File: config.mk
export PLATFORM = sky130hd
export DESIGN_NAME = qar_uart_rx_flat
export DESIGN_NICKNAME = d
export VERILOG_FILES = /design/src/rtl/qar_uart_rx_if.sv /design/src/rtl/qar_uart_rx.sv /design/src/flat_wrapper.sv
export SDC_FILE = /design/constraint.sdc
export NUM_CORES = 1
export LEC_CHECK = 0
export ABC_AREA = 1
export CORE_MARGIN = 5
export CORE_UTILIZATION = 61
export DETAILED_ROUTE_END_ITERATION = 16
export PLACE_DENSITY = 0.81
export SETUP_SLACK_MARGIN = 0.05
export SLEW_MARGIN = 20
export SYNTH_ARGS = -nofsm -noshare
export SYNTH_HDL_FRONTEND = slang
export SYNTH_SLANG_ARGS = --single-unit
File: constraint.sdc
create_clock -name clk -period 8.85 [get_ports clk]
set_input_delay 1.3275 -clock clk [delete_from_list [all_inputs] [get_ports clk]]
set_output_delay 1.3275 -clock clk [all_outputs]
set_load 0.01 [all_outputs]
File: src/rtl/qar_uart_rx_if.sv
// Drain handshake between the UART receive FIFO and the core's UART register block.
interface qar_uart_rx_if;
    logic       rx_valid;
    logic [7:0] rx_data;
    logic       rx_ready;

    modport master (output rx_valid, output rx_data, input rx_ready);
    modport slave  (input rx_valid, input rx_data, output rx_ready);
endinterface

File: src/rtl/qar_uart_rx.sv
// 8N1 UART receiver: 2-FF input synchronizer, mid-bit sampling deframer,
// receive FIFO with valid/ready drain, sticky framing/overrun/idle status.
module qar_uart_rx #(
    parameter int DIV_WIDTH  = 16,
    parameter int FIFO_DEPTH = 4,
    parameter int IDLE_BITS  = 10
) (
    input  logic                        clk,
    input  logic                        rst,
    input  logic                        enable,
    input  logic [DIV_WIDTH-1:0]        baud_div,
    input  logic                        rx,
    qar_uart_rx_if.master               rx_if,
    output logic [$clog2(FIFO_DEPTH):0] fifo_count,
    output logic                        frame_err,
    output logic                        overrun,
    output logic                        idle_flag,
    input  logic                        clr_status
);
    localparam int PW = $clog2(FIFO_DEPTH);
    localparam int CW = PW + 1;
    localparam int IW = DIV_WIDTH + $clog2(IDLE_BITS + 1);

    typedef enum logic [1:0] {S_IDLE, S_START, S_DATA, S_STOP} state_e;

    state_e               state_q, state_d;
    logic                 sync_q, sync_d, rxs_q, rxs_d;
    logic [DIV_WIDTH-1:0] cnt_q, cnt_d;
    logic [2:0]           bit_q, bit_d;
    logic [7:0]           shift_q, shift_d;
    logic [7:0]           mem_q [FIFO_DEPTH];
    logic [7:0]           mem_d [FIFO_DEPTH];
    logic [PW-1:0]        wr_q, wr_d, rd_q, rd_d;
    logic [CW-1:0]        count_q, count_d;
    logic [IW-1:0]        idle_cnt_q, idle_cnt_d;
    logic                 armed_q, armed_d;
    logic                 frame_err_q, frame_err_d;
    logic                 overrun_q, overrun_d;
    logic                 idle_q, idle_d;

    logic [DIV_WIDTH-1:0] div_eff;
    logic [IW-1:0]        idle_target;
    logic                 expire, push, frame_set, pop, full, accept, idle_set;

    // NOTE: every signal written here gets a default first so no latch is inferred.
    always_comb begin
        sync_d      = rx;
        rxs_d       = sync_q;
        div_eff     = (baud_div < DIV_WIDTH'(4)) ? DIV_WIDTH'(4) : baud_div;
        idle_target = IW'(IDLE_BITS) * IW'(div_eff);

        state_d   = state_q;
        cnt_d     = cnt_q;
        bit_d     = bit_q;
        shift_d   = shift_q;
        push      = 1'b0;
        frame_set = 1'b0;
        expire    = (cnt_q <= DIV_WIDTH'(1));
        if (state_q != S_IDLE) cnt_d = cnt_q - DIV_WIDTH'(1);

        case (state_q)
            S_IDLE: begin
                if (enable && !rxs_q) begin
                    cnt_d   = div_eff >> 1;
                    state_d = S_START;
                end
            end
            S_START: begin
                if (expire) begin
                    if (rxs_q) begin
                        state_d = S_IDLE;
                    end else begin
                        cnt_d   = div_eff;
                        bit_d   = 3'd0;
                        state_d = S_DATA;
                    end
                end
            end
            S_DATA: begin
                if (expire) begin
                    shift_d = {rxs_q, shift_q[7:1]};
                    cnt_d   = div_eff;
                    if (bit_q == 3'd7) state_d = S_STOP;
                    else               bit_d   = bit_q + 3'd1;
                end
            end
            S_STOP: begin
                if (expire) begin
                    push      = rxs_q;
                    frame_set = !rxs_q;
                    state_d   = S_IDLE;
                end
            end
            default: state_d = S_IDLE;
        endcase

        if (!enable) begin
            state_d   = S_IDLE;
            push      = 1'b0;
            frame_set = 1'b0;
        end

        // A full FIFO still accepts when the head is popped on the same edge.
        full    = (count_q == CW'(FIFO_DEPTH));
        pop     = (count_q != '0) && rx_if.rx_ready;
        accept  = push && (!full || pop);
        mem_d   = mem_q;
        wr_d    = wr_q;
        rd_d    = rd_q;
        if (accept) begin
            mem_d[wr_q] = shift_q;
            wr_d        = wr_q + PW'(1);
        end
        if (pop) rd_d = rd_q + PW'(1);
        count_d = count_q + CW'(accept) - CW'(pop);

        idle_cnt_d = idle_cnt_q;
        if (!enable || state_q != S_IDLE || !rxs_q) idle_cnt_d = '0;
        else if (idle_cnt_q < idle_target)         idle_cnt_d = idle_cnt_q + IW'(1);
        idle_set = armed_q && (idle_cnt_d == idle_target) && (idle_cnt_d != '0);

        armed_d = armed_q;
        if (accept)        armed_d = 1'b1;
        else if (idle_set) armed_d = 1'b0;
        if (!enable)       armed_d = 1'b0;

        frame_err_d = frame_set | (frame_err_q & ~clr_status);
        overrun_d   = (push && full && !pop) | (overrun_q & ~clr_status);
        idle_d      = idle_set | (idle_q & ~clr_status);
    end

    always_ff @(posedge clk) begin
        if (rst) begin
            state_q     <= S_IDLE;
            sync_q      <= 1'b1;
            rxs_q       <= 1'b1;
            cnt_q       <= '0;
            bit_q       <= '0;
            shift_q     <= '0;
            wr_q        <= '0;
            rd_q        <= '0;
            count_q     <= '0;
            idle_cnt_q  <= '0;
            armed_q     <= 1'b0;
            frame_err_q <= 1'b0;
            overrun_q   <= 1'b0;
            idle_q      <= 1'b0;
        end else begin
            state_q     <= state_d;
            sync_q      <= sync_d;
            rxs_q       <= rxs_d;
            cnt_q       <= cnt_d;
            bit_q       <= bit_d;
            shift_q     <= shift_d;
            wr_q        <= wr_d;
            rd_q        <= rd_d;
            count_q     <= count_d;
            idle_cnt_q  <= idle_cnt_d;
            armed_q     <= armed_d;
            frame_err_q <= frame_err_d;
            overrun_q   <= overrun_d;
            idle_q      <= idle_d;
        end
    end

    // NOTE: storage is deliberately not reset; rx_data is gated to zero while empty instead.
    always_ff @(posedge clk) begin
        mem_q <= mem_d;
    end

    assign rx_if.rx_valid = (count_q != '0);
    assign rx_if.rx_data  = rx_if.rx_valid ? mem_q[rd_q] : 8'h00;
    assign fifo_count     = count_q;
    assign frame_err      = frame_err_q;
    assign overrun        = overrun_q;
    assign idle_flag      = idle_q;
endmodule

File: src/flat_wrapper.sv
// flat-port wrapper written by rule: the top's interface ports become plain ports
module qar_uart_rx_flat 
#(
    parameter int DIV_WIDTH  = 16,
    parameter int FIFO_DEPTH = 4,
    parameter int IDLE_BITS  = 10
)
  (clk, rst, enable, baud_div, rx, fifo_count, frame_err, overrun, idle_flag, clr_status, rx_if_rx_valid, rx_if_rx_data, rx_if_rx_ready);
  qar_uart_rx_if rx_if_i ();
  input  logic clk;
  input  logic rst;
  input  logic enable;
  input  logic [DIV_WIDTH-1:0] baud_div;
  input  logic rx;
  output logic [$clog2(FIFO_DEPTH):0] fifo_count;
  output logic frame_err;
  output logic overrun;
  output logic idle_flag;
  input  logic clr_status;
  output wire logic [$bits(rx_if_i.rx_valid)-1:0] rx_if_rx_valid;
  output wire logic [$bits(rx_if_i.rx_data)-1:0] rx_if_rx_data;
  input wire logic [$bits(rx_if_i.rx_ready)-1:0] rx_if_rx_ready;
  assign rx_if_rx_valid = rx_if_i.rx_valid;
  assign rx_if_rx_data = rx_if_i.rx_data;
  assign rx_if_i.rx_ready = rx_if_rx_ready;
  qar_uart_rx #(.DIV_WIDTH(DIV_WIDTH), .FIFO_DEPTH(FIFO_DEPTH), .IDLE_BITS(IDLE_BITS)) u_core (.clk(clk), .rst(rst), .enable(enable), .baud_div(baud_div), .rx(rx), .rx_if(rx_if_i), .fifo_count(fifo_count), .frame_err(frame_err), .overrun(overrun), .idle_flag(idle_flag), .clr_status(clr_status));
endmodule
==> impl_metrics.env, run 1 <==
export IMPL_outcome="complete, no violations"
export IMPL_crit_fanout=20
export IMPL_synth_distinct_cells=45
export IMPL_track_usage_pct=25.56
export IMPL_power_mw=1.169
export IMPL_coreArea_um2=10790
export IMPL_async_flop_share_pct=0
export IMPL_r2r_cells=13
export IMPL_grt_max_degree=47
export IMPL_finalSetupViolCount=0
export IMPL_routedWlPerCell_um=15.05
export IMPL_dieWidth_um=114.8
export IMPL_swShare_pct=36.62
export IMPL_design_area_um2=7251
export IMPL_dpl_cell_area_um2=7053
export IMPL_cp_start_kind="input pin"
export IMPL_synth_top_cell_by_area="dfxtp_1"
export IMPL_final_cells=1093
export IMPL_hold_viol=0
export IMPL_dp_hpwl_mm=12.54
export IMPL_combPwrFrac_pct=34.8
export IMPL_fin_ws_ns=2.479
export IMPL_reg2reg_to="u_core.fifo_count[2]$_SDFF_PP0_"
export IMPL_min_path_cells=1
export IMPL_drv_cap=0
export IMPL_worst_slew_pin_transition_ns=1.054
export IMPL_ys_warn_count=0
export IMPL_final_antenna_net_count=0
export IMPL_slew_viol_final=0
export IMPL_nets=1028
export IMPL_syn_area_um2=6700
export IMPL_die_y_um=114.8
export IMPL_synth_seq_area_share_pct=32.87
export IMPL_layout_common_cells="nand2_1, nor2_1, inv_1"
export IMPL_grt_antenna_before_repair=0
export IMPL_power_density_nw_per_um2=161.2
export IMPL_p_switching_uw=427.9
export IMPL_power_frac_seq_pct=41.1
export IMPL_p_leak_nw=3.221
export IMPL_cts_resized=0
export IMPL_synth_ff_type="dfxtp_1"
export IMPL_rrSetupSlack_ns=5.81
export IMPL_ys_top_cells_by_area="dfxtp_1, edfxtp_1, nand2_1"
export IMPL_grt_pass1_wl_mm=27.01
export IMPL_synth_nets=1016
export IMPL_cts_setup_buffers=0
export IMPL_num_rows=38
export IMPL_syn_inst=936
export IMPL_whs_ns=0.4286
export IMPL_synth_top_area_share_pct=18.52
export IMPL_tns_ns=0
export IMPL_via_per_inst=5.588
export IMPL_num_vias=6108
export IMPL_max_stage_delay_ns=0.57
export IMPL_hold_class="reg -> reg"
export IMPL_worst_setup_path_type="in -> reg"
export IMPL_clk_latency_ns=0.37
export IMPL_io_pins=37
export IMPL_initial_utilization_pct=62.08
export IMPL_relSlewSlack_pct=29.46
export IMPL_crit_required_ns=9.10
export IMPL_cts_clk_slew_worst_paths_ns=0.10
export IMPL_rr_startpoint="u_core.cnt_q[6]$_SDFF_PP0_"
export IMPL_drive_gt1_share_pct=6.296
export IMPL_p_clk_share_pct=24.1
export IMPL_ctsHoldBuffers=0
export IMPL_fin_crit_ns=6.371
export IMPL_cp_slowest_cell="clkdlybuf4s50_1"
export IMPL_setup_worst_path_end_class="flop"
export IMPL_final_seq_area_um2=2202
export IMPL_grt_overflow=0
export IMPL_crit_end="u_core.armed_q$_SDFFE_PP0P_"
export IMPL_cts_sinks=94
export IMPL_p_int_uw=740.6
export IMPL_avgSynthCellArea_um2=7.158
export IMPL_final_common_cell="nand2_1"
export IMPL_drc=0
export IMPL_worstSetupStartpoint="baud_div[15]"
export IMPL_place_congestion=0.9402
export IMPL_cts_tree="yes"
export IMPL_cts_buffers=9
export IMPL_cpMostUsedCell="nand2_1"
export IMPL_grt_setup_unrepaired="no"
export IMPL_synth_edf_count=32
export IMPL_cp_arrival_ns=6.63
export IMPL_portBuffers=36
export IMPL_peakVddDrop_uv=129.5
export IMPL_die_area_um2=13180
export IMPL_htree_levels=3
export IMPL_multiInputGateArea_um2=3908
export IMPL_cts_max_path_buffers=2
export IMPL_period_share_pct=71.98
export IMPL_root_buffer="clkbuf_8"
export IMPL_insertedDiodeCount=0
export IMPL_drt_iter0_drc=453
export IMPL_dp_slack_ns=2.160
export IMPL_fmaxAchievable_ghz=0.1570
export IMPL_final_util_pct=67.18
export IMPL_grt_pass1_vias=5748
export IMPL_numPlacedInstances=1077
export IMPL_finClkSkew_ns=0.01231
export IMPL_first_pass_iters=5
export IMPL_synth_seq_cells=94
export IMPL_area_delta_synth_final_pct=8.217
export IMPL_fillers=947
export IMPL_wl_mm=16.45
## per-layer routing
layer,wire (um),global-route usage [%]
met5,0,0
met4,456,9.233
met3,1130,3.263
met2,7416,41.09
met1,7444,35.55
## area by class of cell
type | instances | area share (%)
tap | 140 | 2.416
timing repair buffer | 37 | 5.004
clock inverter | 7 | 0.9664
inverter | 109 | 5.643
sequential | 94 | 30.37
multi-input combinational | 697 | 53.89
clock buffer | 9 | 1.708
## flip-flops by register name, indices dropped and copies added, names as in the netlist, named ones only
name               flops
u_core.rxs_d           1
u_core.armed_q         1
u_core.fifo_count      3
u_core.rxs_q           1
u_core.wr_q            2
u_core.rd_q            2
u_core.bit_q           3
u_core.frame_err       1
u_core.state_q         1
u_core.idle_cnt_q     20
u_core.shift_q         8
u_core.cnt_q          16
u_core.mem_q          32
u_core.idle_flag       1
u_core.overrun         1
## power by group through the flow
| stage | clock network (mW) | logic, mW | registers (mW) |
|---|---|---|---|
| after floorplan | 0 | 0.254 | 0.479 |
| after global placement | 0 | 0.398 | 0.490 |
| after detailed placement | 0 | 0.403 | 0.490 |
| after CTS | 0.283 | 0.406 | 0.481 |
| after global routing | 0.302 | 0.459 | 0.484 |
| final | 0.281 | 0.407 | 0.481 |
## worst min path at each step
| stage | startpoint | end | slack, ns |
|---|---|---|---|
| after floorplan | u_core.rxs_d$_SDFF_PP1_ | u_core.rxs_q$_SDFF_PP1_ | 0.39 |
| after global placement | u_core.rxs_d$_SDFF_PP1_ | u_core.rxs_q$_SDFF_PP1_ | 0.40 |
| after detailed placement | u_core.rxs_d$_SDFF_PP1_ | u_core.rxs_q$_SDFF_PP1_ | 0.40 |
| after CTS | u_core.rxs_d$_SDFF_PP1_ | u_core.rxs_q$_SDFF_PP1_ | 0.43 |
| after global routing | u_core.rxs_d$_SDFF_PP1_ | u_core.rxs_q$_SDFF_PP1_ | 0.46 |
| final | u_core.rxs_d$_SDFF_PP1_ | u_core.rxs_q$_SDFF_PP1_ | 0.43 |
## kinds of logic after synthesis
| family | share of synthesized area (%) |
|---|---|
| flops | 32.87 |
| fa+ha+maj | 11.06 |
| simple gates | 30.27 |
| buf+inv | 8.907 |
| compound gates | 11.28 |
| xor+xnor | 5.621 |
## cell usage after synthesis, types with 2 or more instances
cell	number
nand2_1	187
ha_1	56
a22oi_1	15
o21ai_0	41
nand3_2	14
inv_1	103
a21oi_1	55
o31ai_1	2
clkbuf_1	25
o21bai_1	3
or2_1	2
nor2_1	150
fa_1	2
buf_6	4
inv_2	4
nand2_4	2
clkinv_1	2
dfxtp_1	62
nor3_1	15
buf_2	5
xor2_1	34
nand3_1	61
a21oi_2	2
o21ai_1	4
edfxtp_1	32
a211oi_1	2
nand4_1	12
nand2_2	12
a31oi_1	2
or2_2	3
xnor2_1	9
## critical path: cells and delay by family
family	cells	cell delay [ns]
compound gates	5	0.62
xor+xnor	2	0.46
fa+ha+maj	4	1.17
buf+inv	3	0.93
simple gates	17	2.09
No activity file was read; power rests on OpenSTA's default activity.
==> run 2: changes to the inputs <==
- clock period: 8.85 -> 6.2 ns (I/O delays scaled with it)
==> impl_metrics.env, run 2 (synthesized netlist as in run 1, its figures left out) <==
export IMPL_first_pass_iters=5
export IMPL_cts_tree="yes"
export IMPL_area_delta_synth_final_pct=10.35
export IMPL_insertedDiodeCount=0
export IMPL_fillers=920
export IMPL_ctsHoldBuffers=0
export IMPL_dp_hpwl_mm=12.72
export IMPL_drc=0
export IMPL_cts_buffers=9
export IMPL_multiInputGateArea_um2=3925
export IMPL_combPwrFrac_pct=35.2
export IMPL_period_share_pct=93.41
export IMPL_grt_pass1_vias=5733
export IMPL_p_leak_nw=3.317
export IMPL_track_usage_pct=25.89
export IMPL_coreArea_um2=10790
export IMPL_drt_iter0_drc=532
export IMPL_cp_arrival_ns=6.06
export IMPL_final_antenna_net_count=0
export IMPL_via_per_inst=5.502
export IMPL_cp_start_kind="input pin"
export IMPL_hold_class="reg -> reg"
export IMPL_p_clk_share_pct=24.1
export IMPL_drive_gt1_share_pct=7.843
export IMPL_portBuffers=36
export IMPL_p_switching_uw=617.4
export IMPL_grt_antenna_before_repair=0
export IMPL_worst_slew_pin_transition_ns=0.9262
export IMPL_final_seq_area_um2=2202
export IMPL_setup_worst_path_end_class="flop"
export IMPL_peakVddDrop_uv=204.8
export IMPL_finalSetupViolCount=0
export IMPL_final_util_pct=68.50
export IMPL_cp_slowest_cell="clkdlybuf4s50_1"
export IMPL_nets=1044
export IMPL_routedWlPerCell_um=14.86
export IMPL_final_cells=1109
export IMPL_worst_setup_path_type="in -> reg"
export IMPL_power_frac_seq_pct=40.6
export IMPL_slew_viol_final=0
export IMPL_top_register="u_core.mem_q"
export IMPL_initial_utilization_pct=62.08
export IMPL_final_common_cell="nand2_1"
export IMPL_htree_levels=3
export IMPL_root_buffer="clkbuf_8"
export IMPL_p_int_mw=1.069
export IMPL_clk_latency_ns=0.38
export IMPL_fin_crit_ns=5.792
export IMPL_numPlacedInstances=1093
export IMPL_whs_ns=0.4187
export IMPL_dp_slack_ns=0.02829
export IMPL_cpMostUsedCell="nand2_1"
export IMPL_relSlewSlack_pct=38.03
export IMPL_reg_largest_list="u_core.mem_q x32, u_core.idle_cnt_q x20, u_core.cnt_q x16"
export IMPL_cts_clk_slew_worst_paths_ns=0.10
export IMPL_layout_common_cells="nand2_1, nor2_1, inv_1"
export IMPL_tns_ns=0
export IMPL_num_rows=38
export IMPL_max_stage_delay_ns=0.45
export IMPL_drv_cap=0
export IMPL_cts_max_path_buffers=2
export IMPL_crit_fanout=14
export IMPL_die_area_um2=13180
export IMPL_num_vias=6102
export IMPL_power_density_nw_per_um2=228.0
export IMPL_grt_overflow=0
export IMPL_grt_pass1_wl_mm=27.28
export IMPL_place_congestion=0.9754
export IMPL_outcome="complete, no violations"
export IMPL_io_pins=37
export IMPL_hold_viol=0
export IMPL_fin_ws_ns=0.4083
export IMPL_cts_sinks=94
export IMPL_fmaxAchievable_ghz=0.1727
export IMPL_crit_required_ns=6.47
export IMPL_grt_setup_unrepaired="no"
export IMPL_finClkSkew_ns=0.01346
export IMPL_wl_mm=16.48
export IMPL_die_y_um=114.8
export IMPL_swShare_pct=36.62
export IMPL_dieWidth_um=114.8
export IMPL_largest_register_ffs=32
export IMPL_grt_max_degree=47
-- run 2: cell count changes in the layout (fill, tap and decap cells not counted) --
cell,delta
nand2_4,-1
nand2_8,+1
clkinvlp_4,-2
nor4_2,-1
clkinv_4,+1
nor4_4,+1
buf_4,+16
inv_8,+1
-- run 2: path summary, 6_finish.rpt --
check                           cells after the start                        from                               to  slack, ns
worst max-delay path                               33                 baud_div[2]      u_core.armed_q$_SDFFE_PP0P_       0.41
worst min-delay path                                1     u_core.rxs_d$_SDFF_PP1_          u_core.rxs_q$_SDFF_PP1_       0.42
worst max register to register                     13  u_core.cnt_q[6]$_SDFF_PP0_  u_core.fifo_count[2]$_SDFF_PP0_       3.22
worst min register to register                      1     u_core.rxs_d$_SDFF_PP1_          u_core.rxs_q$_SDFF_PP1_       0.42
-- run 2: what timing repair did --
| item | in CTS | in global routing |
|---|---|---|
| resized for setup | 0 | 2 |
| endpoints found under the setup margin | 0 | 2 |
| hold endpoints to repair | 0 | 0 |
| buffers inserted | 0 | 0 |
-- run 2: metrics by stage --
stage                     total power, mW  area [um^2]
final                               1.686         7393
after floorplan                     1.046         6700
after detailed placement            1.288         7173
after global placement              1.281         7173
after CTS                           1.690         7372
after global routing                1.803         7393
-- run 2: critical path: cells and delay by family --
kind / cells / cell delay (ns)
fa+ha+maj: 3 / 1.01
buf+inv: 3 / 0.76
simple gates: 23 / 2.83
compound gates: 3 / 0.33
xor+xnor: 1 / 0.20
-- run 2: metal layers --
layer | GRT usage, % | wire length [um] | up-vias
li1 | - | - | 3124
met1 | 35.24 | 7191 | 2754
met2 | 43.58 | 7861 | 197
met3 | 3.737 | 1136 | 27
met4 | 6.495 | 292 | 0
met5 | 0 | 0 | -
-- run 2: power groups by stage --
stage	clock, mW	sequential (mW)	combinational, mW
after floorplan	0	0.684	0.363
after global placement	0	0.699	0.582
after detailed placement	0	0.700	0.588
after CTS	0.413	0.686	0.592
after global routing	0.444	0.691	0.668
final	0.407	0.685	0.594
-- run 2: cell type report --
type	count	share of cell area [%]
Clock inverter	7	1.015
Timing Repair Buffer	53	6.532
Tap cell	140	2.369
Clock buffer	9	1.675
Inverter	109	5.534
Sequential cell	94	29.79
Multi-Input combinational cell	697	53.09
